## src/rtl/mult_acc_pipe_if.sv

```systemverilog
// Sample-in / result-out handshake bundle for mult_acc_pipe.
// The master side drives samples and Out_Ready; the slave side is the multiplier.
interface mult_acc_pipe_if #(
  parameter int A_W   = 8,
  parameter int B_W   = 8,
  parameter int ACC_W = 24
);
  logic                    In_Valid;
  logic                    In_Ready;
  logic signed [A_W-1:0]   Mult_In_A;
  logic signed [B_W-1:0]   Mult_In_B;
  logic                    Acc_En;
  logic                    Acc_Clr;
  logic                    Out_Valid;
  logic                    Out_Ready;
  logic signed [ACC_W-1:0] Result;
  logic                    Overflow;

  modport master (
    output In_Valid, Mult_In_A, Mult_In_B, Acc_En, Acc_Clr, Out_Ready,
    input  In_Ready, Out_Valid, Result, Overflow
  );

  modport slave (
    input  In_Valid, Mult_In_A, Mult_In_B, Acc_En, Acc_Clr, Out_Ready,
    output In_Ready, Out_Valid, Result, Overflow
  );
endinterface

```

## src/rtl/mult_acc_pipe.sv

```systemverilog
// Pipelined signed multiplier / multiply-accumulate with valid/ready on both sides.
// Define MULT_ACC_SAT_EN to clamp overflowing sums instead of wrapping them.
module mult_acc_pipe #(
  parameter int A_W   = 8,
  parameter int B_W   = 8,
  parameter int PIPE  = 1,
  parameter int ACC_W = 24
) (
  input  logic             Clock_20M,
  input  logic             Ex_Rst_n,
  mult_acc_pipe_if.slave   bus
);
  localparam int PW = A_W + B_W;

  logic                    adv;
  logic [PIPE+1:0]         vld_pipe;
  logic signed [A_W-1:0]   a_q;
  logic signed [B_W-1:0]   b_q;
  logic                    en_q, clr_q;
  logic signed [PW-1:0]    prod_c;
  logic [PW-1:0]           p_tap;
  logic                    en_tap, clr_tap;
  logic signed [PW-1:0]    p_tap_s;
  logic signed [ACC_W-1:0] p_x, sum, res_n, acc_q, res_q;
  logic                    sum_ovf, ovf_n, ovf_q;

  // One global enable: the whole pipe moves or the whole pipe holds.
  assign adv           = bus.Out_Ready || !vld_pipe[PIPE+1];
  assign bus.In_Ready  = adv;
  assign bus.Out_Valid = vld_pipe[PIPE+1];
  assign bus.Result    = res_q;
  assign bus.Overflow  = ovf_q;

  // Operands widened before multiplying so the most-negative square stays exact.
  assign prod_c = PW'(a_q) * PW'(b_q);

  generate
    if (PIPE == 0) begin : g_nopipe
      assign p_tap   = prod_c;
      assign en_tap  = en_q;
      assign clr_tap = clr_q;
    end else begin : g_pipe
      logic [PIPE-1:0][PW-1:0] pr;
      logic [PIPE-1:0]         pe, pc;
      always_ff @(posedge Clock_20M or negedge Ex_Rst_n) begin
        if (!Ex_Rst_n) begin
          pr <= '0;
          pe <= '0;
          pc <= '0;
        end else if (adv) begin
          pr[0] <= prod_c;
          pe[0] <= en_q;
          pc[0] <= clr_q;
          for (int i = 1; i < PIPE; i++) begin
            pr[i] <= pr[i-1];
            pe[i] <= pe[i-1];
            pc[i] <= pc[i-1];
          end
        end
      end
      assign p_tap   = pr[PIPE-1];
      assign en_tap  = pe[PIPE-1];
      assign clr_tap = pc[PIPE-1];
    end
  endgenerate

  assign p_tap_s = p_tap;
  assign p_x     = ACC_W'(p_tap_s);
  assign sum     = acc_q + p_x;
  assign sum_ovf = (acc_q[ACC_W-1] == p_x[ACC_W-1]) && (sum[ACC_W-1] != acc_q[ACC_W-1]);

  always_comb begin
    res_n = p_x;
    ovf_n = 1'b0;
    if (en_tap && !clr_tap) begin
      res_n = sum;
      ovf_n = sum_ovf;
`ifdef MULT_ACC_SAT_EN
      // Both addends share a sign on overflow, so the accumulator sign picks the rail.
      if (sum_ovf)
        res_n = acc_q[ACC_W-1] ? {1'b1, {(ACC_W-1){1'b0}}} : {1'b0, {(ACC_W-1){1'b1}}};
`else
      res_n = sum;
`endif
    end
  end

  always_ff @(posedge Clock_20M or negedge Ex_Rst_n) begin
    if (!Ex_Rst_n) begin
      vld_pipe <= '0;
      a_q      <= '0;
      b_q      <= '0;
      en_q     <= 1'b0;
      clr_q    <= 1'b0;
      acc_q    <= '0;
      res_q    <= '0;
      ovf_q    <= 1'b0;
    end else if (adv) begin
      vld_pipe <= {vld_pipe[PIPE:0], bus.In_Valid};
      a_q      <= bus.Mult_In_A;
      b_q      <= bus.Mult_In_B;
      en_q     <= bus.Acc_En;
      clr_q    <= bus.Acc_Clr;
      // Bubbles leave Result, Overflow and the running sum untouched.
      if (vld_pipe[PIPE]) begin
        res_q <= res_n;
        ovf_q <= ovf_n;
        if (en_tap) acc_q <= res_n;
      end
    end
  end
endmodule

```

## src/flat_wrapper.sv

```systemverilog
// flat-port wrapper written by rule: the top's interface ports become plain ports
module mult_acc_pipe_flat 
#(
  parameter int A_W   = 8,
  parameter int B_W   = 8,
  parameter int PIPE  = 1,
  parameter int ACC_W = 24
)
  (Clock_20M, Ex_Rst_n, bus_In_Valid, bus_Mult_In_A, bus_Mult_In_B, bus_Acc_En, bus_Acc_Clr, bus_Out_Ready, bus_In_Ready, bus_Out_Valid, bus_Result, bus_Overflow);
  mult_acc_pipe_if #(.A_W(A_W), .B_W(B_W), .ACC_W(ACC_W)) bus_i ();
  input  logic Clock_20M;
  input  logic Ex_Rst_n;
  input wire logic [$bits(bus_i.In_Valid)-1:0] bus_In_Valid;
  input wire logic [$bits(bus_i.Mult_In_A)-1:0] bus_Mult_In_A;
  input wire logic [$bits(bus_i.Mult_In_B)-1:0] bus_Mult_In_B;
  input wire logic [$bits(bus_i.Acc_En)-1:0] bus_Acc_En;
  input wire logic [$bits(bus_i.Acc_Clr)-1:0] bus_Acc_Clr;
  input wire logic [$bits(bus_i.Out_Ready)-1:0] bus_Out_Ready;
  output wire logic [$bits(bus_i.In_Ready)-1:0] bus_In_Ready;
  output wire logic [$bits(bus_i.Out_Valid)-1:0] bus_Out_Valid;
  output wire logic [$bits(bus_i.Result)-1:0] bus_Result;
  output wire logic [$bits(bus_i.Overflow)-1:0] bus_Overflow;
  assign bus_i.In_Valid = bus_In_Valid;
  assign bus_i.Mult_In_A = bus_Mult_In_A;
  assign bus_i.Mult_In_B = bus_Mult_In_B;
  assign bus_i.Acc_En = bus_Acc_En;
  assign bus_i.Acc_Clr = bus_Acc_Clr;
  assign bus_i.Out_Ready = bus_Out_Ready;
  assign bus_In_Ready = bus_i.In_Ready;
  assign bus_Out_Valid = bus_i.Out_Valid;
  assign bus_Result = bus_i.Result;
  assign bus_Overflow = bus_i.Overflow;
  mult_acc_pipe #(.A_W(A_W), .B_W(B_W), .PIPE(PIPE), .ACC_W(ACC_W)) u_core (.Clock_20M(Clock_20M), .Ex_Rst_n(Ex_Rst_n), .bus(bus_i));
endmodule
```

## config.mk

```make
export PLATFORM = sky130hd
export DESIGN_NAME = mult_acc_pipe_flat
export DESIGN_NICKNAME = d
export VERILOG_FILES = /design/src/rtl/mult_acc_pipe_if.sv /design/src/rtl/mult_acc_pipe.sv /design/src/flat_wrapper.sv
export SDC_FILE = /design/constraint.sdc
export NUM_CORES = 1
export LEC_CHECK = 0
export CORE_UTILIZATION = 45
export CTS_BUF_LIST = sky130_fd_sc_hd__clkbuf_16
export CTS_CLUSTER_DIAMETER = 40
export DETAILED_ROUTE_END_ITERATION = 7
export MAX_ROUTING_LAYER = met4
export PLACE_DENSITY = 0.67
export SYNTH_ARGS = -nofsm -noshare
export SYNTH_HDL_FRONTEND = slang
export SYNTH_SLANG_ARGS = --single-unit
```

## constraint.sdc

```tcl
create_clock -name Clock_20M -period 9.3 [get_ports Clock_20M]
set_input_delay 0.93 -clock Clock_20M [delete_from_list [all_inputs] [get_ports Clock_20M]]
set_output_delay 0.93 -clock Clock_20M [all_outputs]
set_load 0.005 [all_outputs]
```

# == Yosys cells after proc, flatten, opt, wreduce, memory -nomap -nowiden ==
# Index checks and enable logic that the tools add are counted.
# totals
reg_bits,88
out_inout_bits,27
inputBits,22
# classes
addsub,1
mux,2
reduce_logical,7
eq_ne,2
mul,1
# op_table
cell,n
$add 24x16->24,1
$mux 24,1
$mul 8x8->16,1
$reduce_and 3->1,1
$logic_and 1x1->1,2
$logic_not 1->1,2
$reduce_and 2->1,1
$eq 1x1->1,1
$logic_or 1x1->1,1
$mux 1,1
$ne 1x1->1,1

# == Longest topological paths before layout ==
# Gate-level depths: netlist (run 1).
# logic_depth
ltp_word,4
ltp_mapped,21
depth_no_buf,20

# == Worst setup path before layout (run 1) ==
# No wires, ideal clock.
# synth_path
kind,register -> register
start,register u_core.b_q[4]
end,register u_core.g_pipe.pr[15] (netlist name)
arrival_time_ns,4.714
setup_slack_ns,4.459
required_time_ns,9.173
stages_incl_launch_ff,20
path_cell_list,dfrtp_1 clkbuf_1 and2_1 fa_1 inv_1 fa_1 inv_1 fa_1 inv_1 fa_1 inv_1 ha_1 and2_1 a311oi_1 a21oi_1 and4_1 a2111oi_1 a21oi_1 xnor2_1 o21ai_1
# synth_between
elab_chain_len,1
# synth_rtl
item,line,text
"start, declared",mult_acc_pipe.sv:18,logic signed [B_W-1:0] b_q;
"start signal, assigned",mult_acc_pipe.sv:101,b_q <= bus.Mult_In_B;
$mul 8x8->16,mult_acc_pipe.sv:35,assign prod_c = PW'(a_q) * PW'(b_q);
"end signal, assigned by index",mult_acc_pipe.sv:55,pr[i] <= pr[i-1];
"end, declared",mult_acc_pipe.sv:43,logic [PIPE-1:0][PW-1:0] pr;
# Every way passes these cells.
# A chain may end at the register's enable or synchronous reset.

# == Worst setup path after layout (run 1) ==
# Ends and elaborated chain as after synthesis.

==> metrics.txt, run 1 <==
Startpoint Class=flip-flop; H-tree depth=3; Synthesized Nets=947; die area=0.0164 mm^2; Port Buffer Count=48; RSZ-0062 raised after global routing=no; flops & latches, synth=88; Clk pin slew, worst setup/hold paths=70 ps; final worst-path cycle share=55.3%; # clock sinks=88; Die Ht=128 um; Fmax=0.194 GHz; cts bufs inserted=9; Rel. slew slack=31.4%; Worst Reg-to-Reg Cells=18; Tmin final=5140 ps; num rows=45; setup_tns=0 ps; status=finished, final reports clean; IO Pins=49; Mapped Cells=817; global route total overflow=0; largest net degree at the start of global routing=59; setup bufs post-CTS=0; most common cell after layout, fill and taps aside=nand2_1; Worst-Skew Late Latency=350 ps; initial antenna violation count=0; Layout Cells excl Fill=1063; most frequent cells in the layout=nand2_1, inv_1, dfrtp_1; Routed Antenna Nets=0; Post-Route WL=14600 um; Fillers=1520; Post-Synthesis Cell Area=0.00714 mm^2; Starting Density=46.6%; Crit Path Class=flip-flop to flip-flop; first-pass GRT wire length=25200 um; Worst path slowest cell=a2111oi_1; min-delay worst type=flip-flop to flip-flop; post-synthesis cell type count=53; Final Wtd Congestion=0.890; CTS root buffer=clkbuf_16; vias in the first global route=5254; Max Cap Viol=0; Layout area overhead=13.3%; DP HPWL=11100 um; post-placement cell area=0.00779 mm^2; Async S/R FF share, synth=100%; DRT iter0 DRCs=202; Top FF cell, synth=dfrtp_1; worst slew pin tran=1030 ps; WHS Path Cells=2; Slew Viols, Final=0; Syn Area/Cell=8.74 um^2; Design Area, Final=0.00809 mm^2; Largest stage delay, worst path=540 ps; via count=5344; All-Layer GR Usage=20.1%; Fin. Hold Viols=0; crit-path cells=and2_1, fa_1, inv_1, fa_1, inv_1, fa_1, inv_1, fa_1, inv_1, ha_1, and2_1, a311oi_1, a21oi_1, and4_1, a2111oi_1, a21oi_1, xnor2_1, o21ai_1; vias per cell=5.03; setup violators final=0; Die X=128 um; core area=0.0153 mm^2; Ant. Diodes=0; nets=977; post-CTS sizing=0; sequential-to-total area share from yosys stat=30.9%; dpl cells=1047; Final Skew=12.0 ps; WL per Instance=13.7 um; Post-synth EDFFs=0; CP endpoint kind=flip-flop; # DRC=0; CTS hold repair buffers=0; TritonCTS clock tree=yes; Yosys warnings=0; arrival time worst endpoint=5370 ps; ratio of cells with drive above 1 in the final layout=3.76%; Max FO, Critical Path=9; CP required=9530 ps; Pre-antenna DRT Iters=5; clock buffer depth=2
## per-layer routing
metal  share of wire (%)  wire length [um]  track usage (%)
met1                  49              7150             26.3
met2                  47              6830             32.8
met3                 2.3               335             3.17
met4                 1.6               238             4.57
met5                   0                 0                -
## registers in the layout (all words and copies together) (netlist names)
signal               flops
u_core.en_tap            1
u_core.bus.Result       24
u_core.clr_tap           1
u_core.vld_pipe          3
u_core.bus.Overflow      1
u_core.clr_q             1
u_core.en_q              1
u_core.b_q               8
u_core.acc_q            24
u_core.a_q               8
u_core.g_pipe.pr        16
## cells in the mapped netlist, types with 6 or more instances
| cell type | instances | area, um^2 |
|---|---|---|
| inv_1 | 88 | 330 |
| dfrtp_1 | 88 | 2200 |
| clkbuf_1 | 31 | 116 |
| fa_1 | 56 | 1120 |
| nor3_1 | 6 | 30.0 |
| o21a_1 | 6 | 45.0 |
| xnor2_1 | 20 | 175 |
| ha_1 | 52 | 651 |
| xor2_1 | 11 | 96.3 |
| o21ai_0 | 57 | 285 |
| a21oi_1 | 50 | 250 |
| and2_1 | 44 | 275 |
| nor2_1 | 42 | 158 |
| a21o_1 | 9 | 67.6 |
| nand2b_1 | 8 | 50.1 |
| nand2_1 | 159 | 597 |
| nor2b_1 | 14 | 87.6 |
## path summary, 6_finish.rpt
check / start / endpoint / slack (ps)
max in group asynchronous: Ex_Rst_n / u_core.vld_pipe[0] / 7740
hold reg to reg: u_core.vld_pipe[0] / u_core.vld_pipe[0] / 470
hold / removal: u_core.vld_pipe[0] / u_core.vld_pipe[0] / 470
min in group asynchronous: Ex_Rst_n / u_core.bus.Result[4] / 500
setup reg to reg: u_core.b_q[4] / u_core.g_pipe.pr[15] / 4160
setup / recovery: u_core.b_q[4] / u_core.g_pipe.pr[15] / 4160
## critical path: cells and delay by family, from the launching register on
kind / cells / cell delay [ps]
AO/OA/AOI/OAI: 5 / 1220
buffers and inverters: 4 / 190
AND/OR/NAND/NOR: 3 / 590
adder cells (fa/ha/maj): 5 / 2360
XOR/XNOR: 1 / 190
flip-flops: 1 / 470
## cell type report
type	instances	area (um^2)	share of cell area, %
Tap cell	211	264	3.26
Clock buffer	9	225	2.78
Clock inverter	7	72.6	0.897
Sequential cell	88	2200	27.2
Timing Repair Buffer	53	515	6.37
Inverter	88	330	4.08
Multi-Input combinational cell	607	4480	55.4
## metrics by stage
stage	hold slack [ps]	worst slack (ps)	utilization [%]
4_1_cts	471	4110	52.8
2_1_floorplan	439	4460	-
5_1_grt	502	3800	52.8
3_3_place_gp	452	4240	50.9
3_5_place_dp	456	4160	50.9
6_report	470	4160	52.8
## logic make-up (layout without fill, tap and decap cells)
family,count (synthesis),in the layout,share of synthesized area (%)
flip-flops,88,88,30.9
XOR/XNOR,31,31,3.80
adder cells (fa/ha/maj),108,108,24.8
AND/OR/NAND/NOR,295,295,18.7
AO/OA/AOI/OAI,166,166,14.4
buffers and inverters,122,157,6.42
multiplexers,7,7,1.02
Power of run 1 is not shown: default switching activity piles up to over one toggle a cycle in this logic, so the estimate is an artifact.
==> run 2, diff against run 1 <==
==> constraint.sdc (replaced) <==
create_clock -name Clock_20M -period 5.1 [get_ports Clock_20M]
set_input_delay 0.51 -clock Clock_20M [delete_from_list [all_inputs] [get_ports Clock_20M]]
set_output_delay 0.51 -clock Clock_20M [all_outputs]
set_load 0.005 [all_outputs]
==> metrics.txt, run 2 (synthesis results as in run 1) <==
status=finished, final reports clean; WL per Instance=13.7 um (+0.33%); min-delay worst type=input pin to asynchronous set/reset pin; CP endpoint kind=flip-flop; setup violators final=0 (unchanged); Max FO, Critical Path=4 (-5); Die X=128 um (unchanged); arrival time worst endpoint=5020 ps (-350 ps); All-Layer GR Usage=20.5% (+0.43 points); vias in the first global route=5250 (-0.076%); Layout area overhead=15.4%; cts bufs inserted=9 (unchanged); global route total overflow=0 (unchanged); Max Cap Viol=0 (unchanged); Fin. Hold Viols=0 (unchanged); via count=5345 (+0.019%); Tmin final=4790 ps (-356 ps); DP HPWL=11200 um (+1.6%); Die Ht=128 um (unchanged); final worst-path cycle share=93.9% (+39 points); RSZ-0062 raised after global routing=no; most common cell after layout, fill and taps aside=nand2_1; setup bufs post-CTS=0 (unchanged); Fmax=0.209 GHz (+7.4%); Port Buffer Count=48 (unchanged); Starting Density=46.6% (unchanged); nets=993 (+1.6%); H-tree depth=3 (unchanged); post-CTS sizing=0 (unchanged); Routed Antenna Nets=0 (unchanged); initial antenna violation count=0 (unchanged); CP required=5330 ps (-4200 ps); Final Skew=6.49 ps (-5.51 ps); crit-path cells=and2_1, fa_1, inv_1, fa_1, inv_1, fa_1, inv_1, fa_1, inv_1, ha_1, and2_1, a311oi_2, a21oi_1, and4_1, a2111oi_4, a21oi_1, xnor2_1, o21ai_1; Final Wtd Congestion=0.912 (+2.4%); Rel. slew slack=51.8% (+20 points); clock buffer depth=2 (unchanged); CTS hold repair buffers=0 (unchanged); IO Pins=49 (unchanged); Post-Route WL=14800 um (+1.8%); Slew Viols, Final=0 (unchanged); Worst-Skew Late Latency=350 ps (about the same); # DRC=0 (unchanged); most frequent cells in the layout=nand2_1, inv_1, dfrtp_1; Worst path top cell family by delay=adder cells; setup_tns=0 ps (unchanged); Pre-antenna DRT Iters=4 (-1); Startpoint Class=flip-flop; core area=0.0153 mm^2 (unchanged); CTS root buffer=clkbuf_16; TritonCTS clock tree=yes; worst slew pin tran=723 ps (-306 ps); num rows=45 (unchanged); Worst path slowest cell=fa_1; DRT iter0 DRCs=199 (-1.5%); die area=0.0164 mm^2 (unchanged); vias per cell=4.95 (-1.5%); Crit Path Class=flip-flop to flip-flop; Ant. Diodes=0 (unchanged); # clock sinks=88 (unchanged); Critical Path Source=u_core.b_q[4]; largest net degree at the start of global routing=59 (unchanged); Clk pin slew, worst setup/hold paths=70 ps (about the same); Buf/Inv on CP=4 (unchanged); first-pass GRT wire length=25500 um (+0.96%); Largest stage delay, worst path=540 ps (about the same); ratio of cells with drive above 1 in the final layout=5.99% (+2.2 points); Reg-to-Reg Start=u_core.b_q[4]
-- run 2: cell types whose count changed in the layout (fill, tap and decap cells not counted), sizes merged --
cell	delta
clkinvlp	-2
buf	+16
inv	-1
clkinv	+3
-- run 2: layout make-up --
type | instances | area (um^2)
well taps | 211 | 264
clock buffers | 9 | 225
fillers | 1492 | 7080
repair buffers | 69 | 636
inverters | 88 | 330
multi-input cells | 607 | 4500
flip-flops and latches | 88 | 2200
clock inverters | 7 | 71.3
-- run 2: path summary, 6_finish.rpt --
check                                  endpoint  slack (ps)  cells after the start
min reg2reg                  u_core.vld_pipe[0]         470                      2
max                        u_core.g_pipe.pr[15]         310                     18
min                             u_core.acc_q[5]          80                      1
min in group Clock_20M       u_core.vld_pipe[0]         470                      2
max reg2reg                u_core.g_pipe.pr[15]         310                     18
max in group asynchronous         u_core.a_q[2]        3930                      2
-- run 2: routing by layer --
layer | global-route usage (%) | vias up | routed length, um | part of all wire [%]
li1 | - | 2746 | - | -
met1 | 25.9 | 2515 | 7190 | 49
met2 | 34.0 | 71 | 7090 | 48
met3 | 3.84 | 13 | 381 | 2.6
met4 | 5.19 | 0 | 167 | 1.1
met5 | - | - | 0 | 0
-- run 2: metrics by stage --
step	cells	setup slack (ps)	hold WS [ps]	utilization, %	instance area (um^2)
2_1_floorplan	817	259	214	-	7140
3_3_place_gp	1063	157	451	51.7	7910
3_5_place_dp	1063	51.9	457	51.7	7910
4_1_cts	1079	43.2	74.3	53.6	8210
5_1_grt	1079	30.1	106	53.8	8240
6_report	1079	312	77.7	53.8	8240
-- run 2: worst register-to-register path, delay by kind of cell (launching register included) --
| family | cells | cell delay (ps) |
|---|---|---|
| AOI/OAI and AO/OA | 5 | 920 |
| xor gates and xnor gates | 1 | 160 |
| adders and majority gates | 5 | 2390 |
| buffers and inverters | 4 | 200 |
| DFF | 1 | 380 |
| and+or+nand+nor | 3 | 590 |
Power of run 2 is left out for the same reason.
==> RTL change 1 (flow settings as in run 2) <==
The option `MULT_ACC_SAT_EN` is turned on by a define.
--- a/src/rtl/mult_acc_pipe.sv
+++ b/src/rtl/mult_acc_pipe.sv
@@ -2,2 +2,4 @@
 // Define MULT_ACC_SAT_EN to clamp overflowing sums instead of wrapping them.
+`define MULT_ACC_SAT_EN
+
 module mult_acc_pipe #(
Check against the original RTL: not settled (the Yosys comparison gave no result); the edit may change what the design does.
==> RTL change 1 against run 2 <==
Fmax up 3.5%; area after synthesis up 4.4%; sequential cell count unchanged; via count up 10%; final area up 1.6%; global-route usage up 1.9 points; count of clock-buffer cells in the layout unchanged; wire length up 14%; worst setup slack better by 0.16 ns; critical path depth down 1; critical endpoint is now u_core.g_pipe.pr[14].
Power is left out: the tool's default activity adds up to more than one toggle a clock period on the data nets, which glitch-free logic cannot reach.
==> RTL change 1: results (changes against run 2) <==
Run status: finished clean (unchanged)
Violation count after the first detailed-routing iteration: 292 (was 199)
Synth Area in Compound Gates: 17.0% (was 14.4%)
Post-route clock period utilization: 90.7% (was 93.9%)
Area occupied by multi-input gates: 4740 sq um (was 4500 sq um)
Wire length the detailed router placed on met1: 7570 microns (was 7190 microns)
Fill cell total of the finished layout: 1,560 (was 1,492)
HPWL Detailed: 13,100 microns (was 11,200 microns)
Number of standard cells after synthesis: 865 (was 817)
Number of cells traversed by the worst register-to-register path: 17 (was 18)
Multi-input combinational cell count: 650 (was 607)
Most common library cells after synthesis: sky130_fd_sc_hd__nand2_1, sky130_fd_sc_hd__inv_1, sky130_fd_sc_hd__dfrtp_1 (was sky130_fd_sc_hd__nand2_1, sky130_fd_sc_hd__dfrtp_1, sky130_fd_sc_hd__inv_1)
Post-route core utilization: 52.3% (was 53.8%)
Nonclk inv count: 90 (was 88)
Sum of met3 wire segment lengths after detailed routing: 371 microns (was 381 microns)
Count of non-CTS buffers in the layout: 52 (was 69)
Maximum number of pins on one net before global-route repair: 58 (was 59)
Hold slack final: 0.0892 ns (was 0.0777 ns)
First-pass DRT Iterations: 5 (was 4)
Startpoint of the worst setup timing path: u_core.a_q[3] (was u_core.b_q[4])
Reg2reg setup slack: 0.47 ns (was 0.31 ns)
Post-Synth Adder-Cell Area: 23.8% (was 24.8%)
Capture instance of the worst register-to-register path: u_core.g_pipe.pr[14] (was u_core.g_pipe.pr[15])
Crit-path max FO: 9 (was 4)
Data arrival, critical path: 4.88 ns (was 5.02 ns)
Sequential fraction of the synthesis area: 29.6% (was 30.9%)
Met3 Usage GRT: 2.48% (was 3.84%)
Nets: 1,021 (was 993)
Total Wirelength: 16,900 microns (was 14,800 microns)
Final weighted congestion in routability-driven placement: 0.900 (was 0.912)
Final standard cell count with taps included and fillers excluded: 1,112 (was 1,079)
Number of library cell types mapped by synthesis: 55 (was 53)
Transition at the pin with the smallest max-transition slack: 0.879 ns (was 0.723 ns)
Area of placed instances: 8060 sq um (was 7910 sq um)
Non-clock buffering overhead: 6.07% (was 7.72%)
FFs & Latches: 88 (unchanged)
Fraction of area in registers: 26.3% (was 26.8%)
Sum of met2 wire segment lengths after detailed routing: 8640 microns (was 7090 microns)
Fraction of layout instances using a drive strength above 1: 4.35% (was 5.99%)
Total of clock buffers placed in the layout: 9 (unchanged)
Area taken by flip-flops and latches: 2200 sq um (about the same)
Wire length of the first global-routing pass: 28,600 microns (was 25,500 microns)
==> RTL change 1: changes by cell type after synthesis, moves of 9 or more <==
cell                       delta
sky130_fd_sc_hd__nor3_1      +10
sky130_fd_sc_hd__a21oi_1     +14
sky130_fd_sc_hd__o21ai_0     -19
sky130_fd_sc_hd__a211oi_1     +9
sky130_fd_sc_hd__nor2_1      +24
sky130_fd_sc_hd__o31ai_1     +15
==> RTL change 1: how the worst min path moves through the flow <==
stage / startpoint / cells past startpoint / endpoint
after detailed placement: u_core.clr_q / 2 / u_core.clr_q
after global routing: Ex_Rst_n / 1 / u_core.clr_tap
after global placement: u_core.vld_pipe[0] / 2 / u_core.vld_pipe[0]
after CTS: Ex_Rst_n / 1 / u_core.bus.Result[0]
final: Ex_Rst_n / 1 / u_core.clr_tap
after floorplan: Ex_Rst_n / 0 / u_core.a_q[0]
==> RTL change 2 (settings of run 2) <==
Made on the original files. Reset style: synchronous (`Ex_Rst_n`), changed in 2 clocked blocks.
--- a/src/rtl/mult_acc_pipe.sv
+++ b/src/rtl/mult_acc_pipe.sv
@@ -44,3 +44,3 @@
       logic [PIPE-1:0]         pe, pc;
-      always_ff @(posedge Clock_20M or negedge Ex_Rst_n) begin
+      always_ff @(posedge Clock_20M) begin
         if (!Ex_Rst_n) begin
@@ -87,3 +87,3 @@
 
-  always_ff @(posedge Clock_20M or negedge Ex_Rst_n) begin
+  always_ff @(posedge Clock_20M) begin
     if (!Ex_Rst_n) begin
Check against the original RTL: differs if Ex_Rst_n is asserted again (counterexample within 4 cycles, from zero or initial values and one cycle with Ex_Rst_n low); with Ex_Rst_n held inactive, the same outputs for 4 cycles.
==> RTL change 2 against run 2 <==
Wire length is 4.3% higher; area after synthesis is 0.60% lower; final area down 3.0%; via count is 6.5% higher; worst setup slack better by 0.24 ns; sequential cell count unchanged.
Power is left out: it rests on default switching activity, and per cell area and clock period it moved more than threefold.
==> RTL change 2: results (changes against run 2) <==
Maximum number of pins on one net before global-route repair: 65 (was 59)
Root Buffer Master: sky130_fd_sc_hd__clkbuf_16 (unchanged)
Violation count after the first detailed-routing iteration: 348 (was 199)
Reg2reg setup slack: 0.55 ns (was 0.31 ns)
Most common library cells after synthesis: sky130_fd_sc_hd__nand2_1, sky130_fd_sc_hd__dfxtp_1, sky130_fd_sc_hd__inv_1 (was sky130_fd_sc_hd__nand2_1, sky130_fd_sc_hd__dfrtp_1, sky130_fd_sc_hd__inv_1)
Total Wirelength: 15,500 microns (was 14,800 microns)
Vias per inst: 5.26 (was 4.95)
Wire length of the first global-routing pass: 26,900 microns (was 25,500 microns)
Transition at the pin with the smallest max-transition slack: 0.991 ns (was 0.723 ns)
# placed instances: 1,068 (was 1,063)
Type of the tightest min-delay check: flop to flop (was input pin to async pin)
Nets: 998 (was 993)
Crit-path max FO: 10 (was 4)
Area of placed instances: 7730 sq um (was 7910 sq um)
Met3 Usage GRT: 4.27% (was 3.84%)
Biggest area contributors in the synthesized netlist: sky130_fd_sc_hd__dfxtp_1, sky130_fd_sc_hd__fa_1, sky130_fd_sc_hd__ha_1 (was sky130_fd_sc_hd__dfrtp_1, sky130_fd_sc_hd__fa_1, sky130_fd_sc_hd__ha_1)
Ys async rst share: 0% (was 100%)
Fraction of layout instances using a drive strength above 1: 3.21% (was 5.99%)
Net count of the mapped netlist: 973 (was 947)
Clock tree skew after final layout: 0.00740 ns (was 0.00649 ns)
Global routing met2 resource utilization: 34.9% (was 34.0%)
Sequential fraction of the synthesis area: 24.8% (was 30.9%)
Number of library cell types mapped by synthesis: 57 (was 53)
Final weighted congestion in routability-driven placement: 0.892 (was 0.912)
Via count of the first global-routing pass: 5,563 (was 5,250)
Run status: finished clean (unchanged)
Per-cell routed wire length: 14.3 microns (was 13.7 microns)
First-pass DRT Iterations: 6 (was 4)
Data arrival, critical path: 4.83 ns (was 5.02 ns)
Share of the synthesized area in the top cell type: 24.8% (was 30.9%)
==> RTL change 2: cell types whose count changed after synthesis, moves of 5 or more <==
cell                       change
sky130_fd_sc_hd__a21boi_1     +34
sky130_fd_sc_hd__a21o_1        +7
sky130_fd_sc_hd__a21oi_1       -9
sky130_fd_sc_hd__dfrtp_1      -88
sky130_fd_sc_hd__dfxtp_1      +88
sky130_fd_sc_hd__nand2_1      -32
sky130_fd_sc_hd__nand3_1      +11
sky130_fd_sc_hd__o211a_1      +15
sky130_fd_sc_hd__o21ai_0      -31
sky130_fd_sc_hd__o21ai_1      +15
sky130_fd_sc_hd__o21bai_1      -5
==> RTL change 2: cell families after synthesis <==
| kind of cell | count (synthesis) | synth area share, % |
|---|---|---|
| and+or+nand+nor | 285 | 19.2 |
| AOI/OAI and AO/OA | 201 | 19.8 |
| buffers and inverters | 126 | 6.81 |
| adders and majority gates | 108 | 25.0 |
| DFF | 88 | 24.8 |
| xor gates and xnor gates | 28 | 3.46 |
| muxes | 7 | 1.01 |
==> RTL change 2: worst paths after layout <==
check	start	endpoint	cells past startpoint
max	u_core.b_q[7]	u_core.g_pipe.pr[14]	16
min	u_core.en_q	u_core.en_q	2
max reg2reg	u_core.b_q[7]	u_core.g_pipe.pr[14]	16
min reg2reg	u_core.en_q	u_core.en_q	2
==> RTL change 2: cell type report <==
| type | instances | area [sq um] |
|---|---|---|
| clock buffers | 9 | 225 |
| flip-flops and latches | 88 | 1760 |
| repair buffers | 55 | 528 |
| multi-input cells | 629 | 4860 |
| well taps | 211 | 264 |
| clock inverters | 6 | 30.0 |
| inverters | 85 | 319 |
| fillers | 1523 | 7330 |
==> RTL change 2: metal layers <==
layer / vias up / share of wire, %
met5: - / 0
li1: 2869 / -
met3: 14 / 3.4
met1: 2718 / 48
met2: 93 / 47
met4: 0 / 1.2
==> RTL change 2: metrics by stage <==
| step | utilization (%) | hold slack (ns) | worst slack [ns] |
|---|---|---|---|
| 5_1_grt | 52.1 | 0.467 | 0.251 |
| 3_3_place_gp | 50.5 | 0.441 | 0.608 |
| 3_5_place_dp | 50.5 | 0.443 | 0.566 |
| 4_1_cts | 52.1 | 0.453 | 0.556 |
| 6_report | 52.1 | 0.449 | 0.547 |
| 2_1_floorplan | - | 0.431 | 0.738 |
==> RTL change 2: worst reg2reg max path, delay by kind of cell, from the launching register on <==
family	cells	cell delay [ns]
buf+inv	3	0.15
flops	1	0.50
simple gates	5	0.87
fa+ha+maj	5	2.42
compound gates	3	0.53
